--- config.mk ---
export PLATFORM = sky130hd
export DESIGN_NAME = thread_status_tracker
export DESIGN_NICKNAME = d
export VERILOG_FILES = /design/src/rtl/thread_status_tracker_pkg.sv /design/src/rtl/thread_status_tracker_fsm.sv /design/src/rtl/thread_status_tracker.sv
export SDC_FILE = /design/constraint.sdc
export NUM_CORES = 1
export LEC_CHECK = 0
export CAP_MARGIN = 20
export CELL_PAD_IN_SITES_DETAIL_PLACEMENT = 0
export CELL_PAD_IN_SITES_GLOBAL_PLACEMENT = 1
export CORE_MARGIN = 5
export CORE_UTILIZATION = 28
export DETAILED_ROUTE_END_ITERATION = 12
export PLACE_DENSITY_LB_ADDON = 0.25
export REMOVE_ABC_BUFFERS = 1
export SLEW_MARGIN = 10
export SYNTH_ARGS = -nofsm -noshare
export SYNTH_HDL_FRONTEND = slang
export SYNTH_SLANG_ARGS = --single-unit
--- constraint.sdc ---
create_clock -name clk -period 4.7 [get_ports clk]
set_input_delay 1.175 -clock clk [delete_from_list [all_inputs] [get_ports clk]]
set_output_delay 1.175 -clock clk [all_outputs]
set_load 0.05 [all_outputs]
--- src/rtl/thread_status_tracker_pkg.sv ---
// Shared thread types for the scheduler-side status logic.
// Thread ids, per-thread state encoding and exception causes.
package common;

    localparam int n_threads = 8;
    localparam int THREAD_W  = $clog2(n_threads);

    typedef logic [THREAD_W-1:0] threadid_t;

    typedef enum logic [1:0] {
        RUN      = 2'd0,
        WAIT_MEM = 2'd1,
        EXC_PEND = 2'd2
    } thread_state_t;

    typedef enum logic {
        CAUSE_PIPE    = 1'b0,
        CAUSE_TIMEOUT = 1'b1
    } exc_cause_t;

endpackage

--- src/rtl/thread_status_tracker_fsm.sv ---
// One hardware thread: run / wait-on-memory / exception-pending,
// with its memory wait counter and the cause of a pending exception.
module thread_status_fsm
    import common::*;
#(
    parameter int TIMEOUT   = 255,
    parameter int TIMEOUT_W = 8
) (
    input  logic       clk_i,
    input  logic       rst_ni,
    input  logic       miss_i,
    input  logic       fill_i,
    input  logic       exc_req_i,
    input  logic       grant_i,
    output logic       stalled_o,
    output logic       pend_o,
    output exc_cause_t cause_o
);

    localparam logic [TIMEOUT_W-1:0] TMO_LAST = TIMEOUT_W'(TIMEOUT - 1);

    thread_state_t        state_q, state_d;
    logic [TIMEOUT_W-1:0] cnt_q, cnt_d;
    exc_cause_t           cause_q, cause_d;

    always_ff @(posedge clk_i or negedge rst_ni) begin
        if (!rst_ni) begin
            state_q <= RUN;
            cnt_q   <= '0;
            cause_q <= CAUSE_PIPE;
        end else begin
            state_q <= state_d;
            cnt_q   <= cnt_d;
            cause_q <= cause_d;
        end
    end

    // Pipeline request outranks fill, miss and timeout in the same cycle.
    always_comb begin
        state_d = state_q;
        cnt_d   = cnt_q;
        cause_d = cause_q;
        unique case (state_q)
            RUN: begin
                if (exc_req_i) begin
                    state_d = EXC_PEND;
                    cause_d = CAUSE_PIPE;
                end else if (miss_i) begin
                    state_d = WAIT_MEM;
                    cnt_d   = '0;
                end
            end
            WAIT_MEM: begin
                if (exc_req_i) begin
                    state_d = EXC_PEND;
                    cause_d = CAUSE_PIPE;
                end else if (fill_i && miss_i) begin
                    cnt_d = '0;
                end else if (fill_i) begin
                    state_d = RUN;
                end else if (cnt_q == TMO_LAST) begin
                    state_d = EXC_PEND;
                    cause_d = CAUSE_TIMEOUT;
                end else begin
                    cnt_d = cnt_q + TIMEOUT_W'(1);
                end
            end
            EXC_PEND: begin
                if (grant_i) begin
                    state_d = RUN;
                end
            end
            default: begin
                state_d = RUN;
            end
        endcase
    end

    always_comb begin
        stalled_o = (state_q != RUN);
        pend_o    = (state_q == EXC_PEND);
        cause_o   = cause_q;
    end

endmodule

--- src/rtl/thread_status_tracker.sv ---
// Per-thread stall tracking plus a round-robin exception redirect
// arbiter feeding the thread scheduler.
module thread_status_tracker
    import common::*;
#(
    parameter int N_THREADS = n_threads,
    parameter int TIMEOUT   = 255,
    parameter int TIMEOUT_W = 8
) (
    input  logic                 clk,
    input  logic                 rst,
    input  logic                 miss_en,
    input  threadid_t            miss_thread,
    input  logic                 fill_en,
    input  threadid_t            fill_thread,
    input  logic [N_THREADS-1:0] exc_req,
    output logic [N_THREADS-1:0] stalled,
    output logic                 all_stalled,
    output logic                 exc_en,
    output threadid_t            exc_thread,
    output logic                 exc_cause
);

    logic [N_THREADS-1:0] pend;
    logic [N_THREADS-1:0] grant;
    exc_cause_t           cause [N_THREADS];

    threadid_t rr_q, rr_d;
    logic      exc_en_q, exc_en_d;
    threadid_t exc_thread_q, exc_thread_d;
    logic      exc_cause_q, exc_cause_d;

    logic      gnt_vld;
    threadid_t gnt_id;
    int        idx;

    for (genvar i = 0; i < N_THREADS; i++) begin : g_thr
        thread_status_fsm #(
            .TIMEOUT   (TIMEOUT),
            .TIMEOUT_W (TIMEOUT_W)
        ) u_fsm (
            .clk_i     (clk),
            .rst_ni    (rst),
            .miss_i    (miss_en && (miss_thread == threadid_t'(i))),
            .fill_i    (fill_en && (fill_thread == threadid_t'(i))),
            .exc_req_i (exc_req[i]),
            .grant_i   (grant[i]),
            .stalled_o (stalled[i]),
            .pend_o    (pend[i]),
            .cause_o   (cause[i])
        );
    end

    // First pending thread at or after rr_q, wrapping around.
    always_comb begin
        gnt_vld = 1'b0;
        gnt_id  = '0;
        grant   = '0;
        idx     = 0;
        for (int k = 0; k < N_THREADS; k++) begin
            idx = int'(rr_q) + k;
            if (idx >= N_THREADS) begin
                idx = idx - N_THREADS;
            end
            if (!gnt_vld && pend[idx]) begin
                gnt_vld = 1'b1;
                gnt_id  = threadid_t'(idx);
            end
        end
        if (gnt_vld) begin
            grant[gnt_id] = 1'b1;
        end
    end

    always_comb begin
        rr_d         = rr_q;
        exc_en_d     = gnt_vld;
        exc_thread_d = exc_thread_q;
        exc_cause_d  = exc_cause_q;
        if (gnt_vld) begin
            exc_thread_d = gnt_id;
            exc_cause_d  = logic'(cause[gnt_id]);
            if (gnt_id == threadid_t'(N_THREADS - 1)) begin
                rr_d = '0;
            end else begin
                rr_d = gnt_id + 1'b1;
            end
        end
    end

    always_ff @(posedge clk or negedge rst) begin
        if (!rst) begin
            rr_q         <= '0;
            exc_en_q     <= 1'b0;
            exc_thread_q <= '0;
            exc_cause_q  <= 1'b0;
        end else begin
            rr_q         <= rr_d;
            exc_en_q     <= exc_en_d;
            exc_thread_q <= exc_thread_d;
            exc_cause_q  <= exc_cause_d;
        end
    end

    assign all_stalled = &stalled;
    assign exc_en      = exc_en_q;
    assign exc_thread  = exc_thread_q;
    assign exc_cause   = exc_cause_q;

endmodule

==> qor.csv <==
stage;metric;value;unit
outcome;status;finished clean;
critical_path;Worst path top cell family by delay;simple AND/OR/NAND/NOR gates;
cells_and_area;commonest non-fill, non-tap cells in the layout;dfrtp_1, nand2_1, nor2_1;
floorplanning;Die ar.;0.0256;mm2
sta;fin worst setup slack;0.628;ns
logic_synthesis;post-synth top area share;38.1;%
cells_and_area;Final #Nets;767;
cts;CTS Root Cell;clkbuf_16;
logic_synthesis;syn avg cell area;8.93;um2
power_and_ir_drop;Cell Pwr Density;623;mW/mm2
critical_path;slowest CP cell;or4b_2;
cells_and_area;Register Area;0.00240;mm2
logic_synthesis;Synth Flop Type;dfrtp_1;
floorplanning;DIE WIDTH;160;um
logic_synthesis;EDFF count, synth;0;
job;Max-Cap Viols;0;
sta;Slew Viols, Final;0;
floorplanning;Top Ports;32;
global_routing;vias in the first global route;5336;
logic_synthesis;Compound-Gate Fraction of Synth Area;17.3;%
placement;dpl cells;998;
sta;Final period util;86.6;%
sta;Worst slew margin;44.2;%
sta;Setup TNS Final;0;ns
cts;CTS Hold Bufs;0;
critical_path;critical path type;primary input to register;
logic_synthesis;FF+latch count, synth;96;
placement;DP Worst Slack;0.284;ns
power_and_ir_drop;internal power;2.41;mW
cells_and_area;Fill cells;2260;
placement;Placement Cell Area;0.00686;mm2
sta;worst slew pin tran;0.837;ns
critical_path;Worst Path Arrival;4.29;ns
global_routing;initial antenna violation count;0;
global_routing;M2 GR Usage;21.9;%
drt;First-pass DRT Iterations;5;
cells_and_area;fin cells;1015;
placement;I/O Buffers;31;
global_routing;GRT Total Usage;13.3;%
logic_synthesis;Distinct cells, synth;77;
drt;Final ANT Viol Nets;0;
logic_synthesis;Yosys Warn Count;0;
global_routing;busiest grt layer;met2;
logic_synthesis;synthesized area;0.00630;mm2
sta;Final Hold Slack;0.477;ns
floorplanning;Initial Util;28.7;%
logic_synthesis;post-synthesis xor/xnor area fraction;4.71;%
cts;post-cts resize count;0;
cts;CTS Sinks;96;
global_routing;largest net degree at the start of global routing;73;
critical_path;WP buf/inv;3;
sta;min Tclk post-route;4.07;ns
logic_synthesis;post-synth top area cell;dfrtp_1;
critical_path;crit end category;register;
drt;routed wire length;16900;um
placement;HPWL Detailed;12700;um
power_and_ir_drop;peak supply drop;0.247;mV
sta;setup violators final;0;
floorplanning;Std-Cell Rows;54;
placement;gpl congestion;0.818;
floorplanning;Die Ht;160;um
critical_path;startpoint type of the worst setup path;primary input;
critical_path;CP most frequent cell;inv_1;
global_routing;met1 Use GR;18.0;%
logic_synthesis;Post-synth ARST share;100;%
power_and_ir_drop;Net Switching;2.07;mW
cts;H-tree levels;3;
drt;WL/cell;16.7;um
logic_synthesis;Area contributors post-synth;dfrtp_1, nand2_1, nor2_1;
cells_and_area;area of the multi-input gates;0.00363;mm2
logic_synthesis;Synth Area in Adders;3.77;%
power_and_ir_drop;Total Power;4.48;mW
cts;Longest Clk Path Bufs;2;
sta;unrepaired setup endpoints after global routing;false;
drt;Via Count;5340;
cts;CTS tree;done;
floorplanning;Core Region;0.0220;mm2
power_and_ir_drop;clock power share;16.8;%
cells_and_area;share of cells above drive strength 1;9.66;%
sta;skew final;0.0102;ns
sta;final hold vios;0;
logic_synthesis;post-synthesis sequential area ratio;38.1;%
cts;Skew-Pair Late Insertion Delay;0.35;ns
critical_path;Crit path largest cell delay;0.73;ns
power_and_ir_drop;LEAKAGE;3.04;nW
cells_and_area;ANT cells;0;
cells_and_area;final instance area;0.00718;mm2
min_path;Worst Hold Class;register to register;
cts;setup bufs post-CTS;0;
power_and_ir_drop;Flop pwr share;24.5;%
drt;vias per cell;5.26;
critical_path;critical-path cell list;clkdlybuf4s50_1, nor2b_1, a21boi_0, or4b_2, inv_1, o21ai_0, inv_1, nand4_1, or2_2, xor2_1, nor2_1;
drt;DRC viols;0;
cells_and_area;Synth-to-Final Area Change;14.0;%
global_routing;met3 usage;2.27;%
global_routing;GRT overflow;0;
logic_synthesis;Synth Area in Simple Gates;25.1;%
power_and_ir_drop;combinational fraction of design power;58.6;%
critical_path;worst-path maximum fanout;7;
cts;clock slew at reported path FFs;0.07;ns
cts;TritonCTS buffer count;9;
logic_synthesis;Post-Syn Instances;705;
critical_path;critical path required time;4.92;ns
drt;First DRT Iteration DRCs;374;
cells_and_area;Finished Core Util;32.7;%
sta;FMAX;246;MHz
cells_and_area;most common cell after layout, fill and taps aside;dfrtp_1;
global_routing;first-pass GRT wire length;27900;um
logic_synthesis;mux share of post-synthesis cell area;6.65;%
power_and_ir_drop;Sw Share;46.1;%
logic_synthesis;largest family of logic cells by synthesized area;simple AND/OR/NAND/NOR gates;
[power by group through the flow]
stage	clock network, mW	logic (mW)	registers (mW)
global placement	0	2.58	1.11
finish	0.754	2.62	1.10
floorplan	0	1.83	1.15
detailed placement	0	2.60	1.11
CTS	0.785	2.61	1.10
global route	0.815	2.85	1.12
[layout make-up]
| cell class | instances | area share, % |
|---|---|---|
| inverter | 31 | 1.62 |
| clock inverter | 7 | 0.993 |
| sequential | 96 | 33.5 |
| timing repair buffer | 39 | 5.40 |
| multi-input combinational | 553 | 50.5 |
| clock buffer | 9 | 3.14 |
| tap | 280 | 4.88 |
[metal layers]
layer | share of wire, % | vias up
met4 | 1.5 | 0
met2 | 47 | 88
met5 | 0 | -
met3 | 3.4 | 18
li1 | - | 2606
met1 | 48 | 2628
[cells in the mapped netlist, drive strengths merged, types with 4 or more instances]
library cell  number
dfrtp             96
nand2             73
nor2              72
o21ai             51
inv               31
nand3             31
a21oi             30
xor2              29
nand4             25
ha                19
buf               18
and3              17
nor2b             17
mux2i             14
nand2b            14
or2               13
o31ai             12
nor3              10
a31oi              9
mux2               9
nor4               9
clkbuf             7
mux4               7
a211oi             6
nand3b             6
o211ai             6
and2               5
o22a               5
o22ai              5
a21boi             4
o21a               4
or3                4
xnor2              4
[state kept, by name, summed over array words and instances (netlist names)]
| register | count |
|---|---|
| exc_en | 1 |
| g_thr.u_fsm.state_q | 16 |
| g_thr.u_fsm.cnt_q | 64 |
| g_thr.u_fsm.cause_o | 8 |
| rr_q | 3 |
| exc_thread | 3 |
| exc_cause | 1 |
[cells by family after synthesis]
kind of cell / after synthesis
fa+ha+maj: 19
mux: 30
flops: 96
simple gates: 309
xor+xnor: 33
buf+inv: 56
compound gates: 162
[worst reg2reg max path, stage by stage, from the launching register on]
cell and delay (ns):
dfrtp_1 0.38, buf_4 0.21, ha_1 0.27, xnor2_1 0.66, mux4_2 0.40, nand2_1 0.10, nor4_2 0.37, nand4_1 0.42
nand2_4 0.31, mux2_4 0.32, o32ai_1 0.11, o22ai_1 0.12
[worst paths after layout]
path	from	end	slack, ns	cells after the start
worst max-delay path	fill_en	g_thr[2].u_fsm.cnt_q[7]	0.63	11
worst min-delay path	exc_thread[2]	exc_thread[2]	0.48	2
worst max register to register	rr_q[0]	exc_cause	0.91	11
worst min register to register	exc_thread[2]	exc_thread[2]	0.48	2
max in group asynchronous	rst	g_thr[1].u_fsm.cnt_q[4]	3.22	3
min in group asynchronous	rst	g_thr[7].u_fsm.cnt_q[3]	0.67	1
Power figures use the tool's default switching activity.
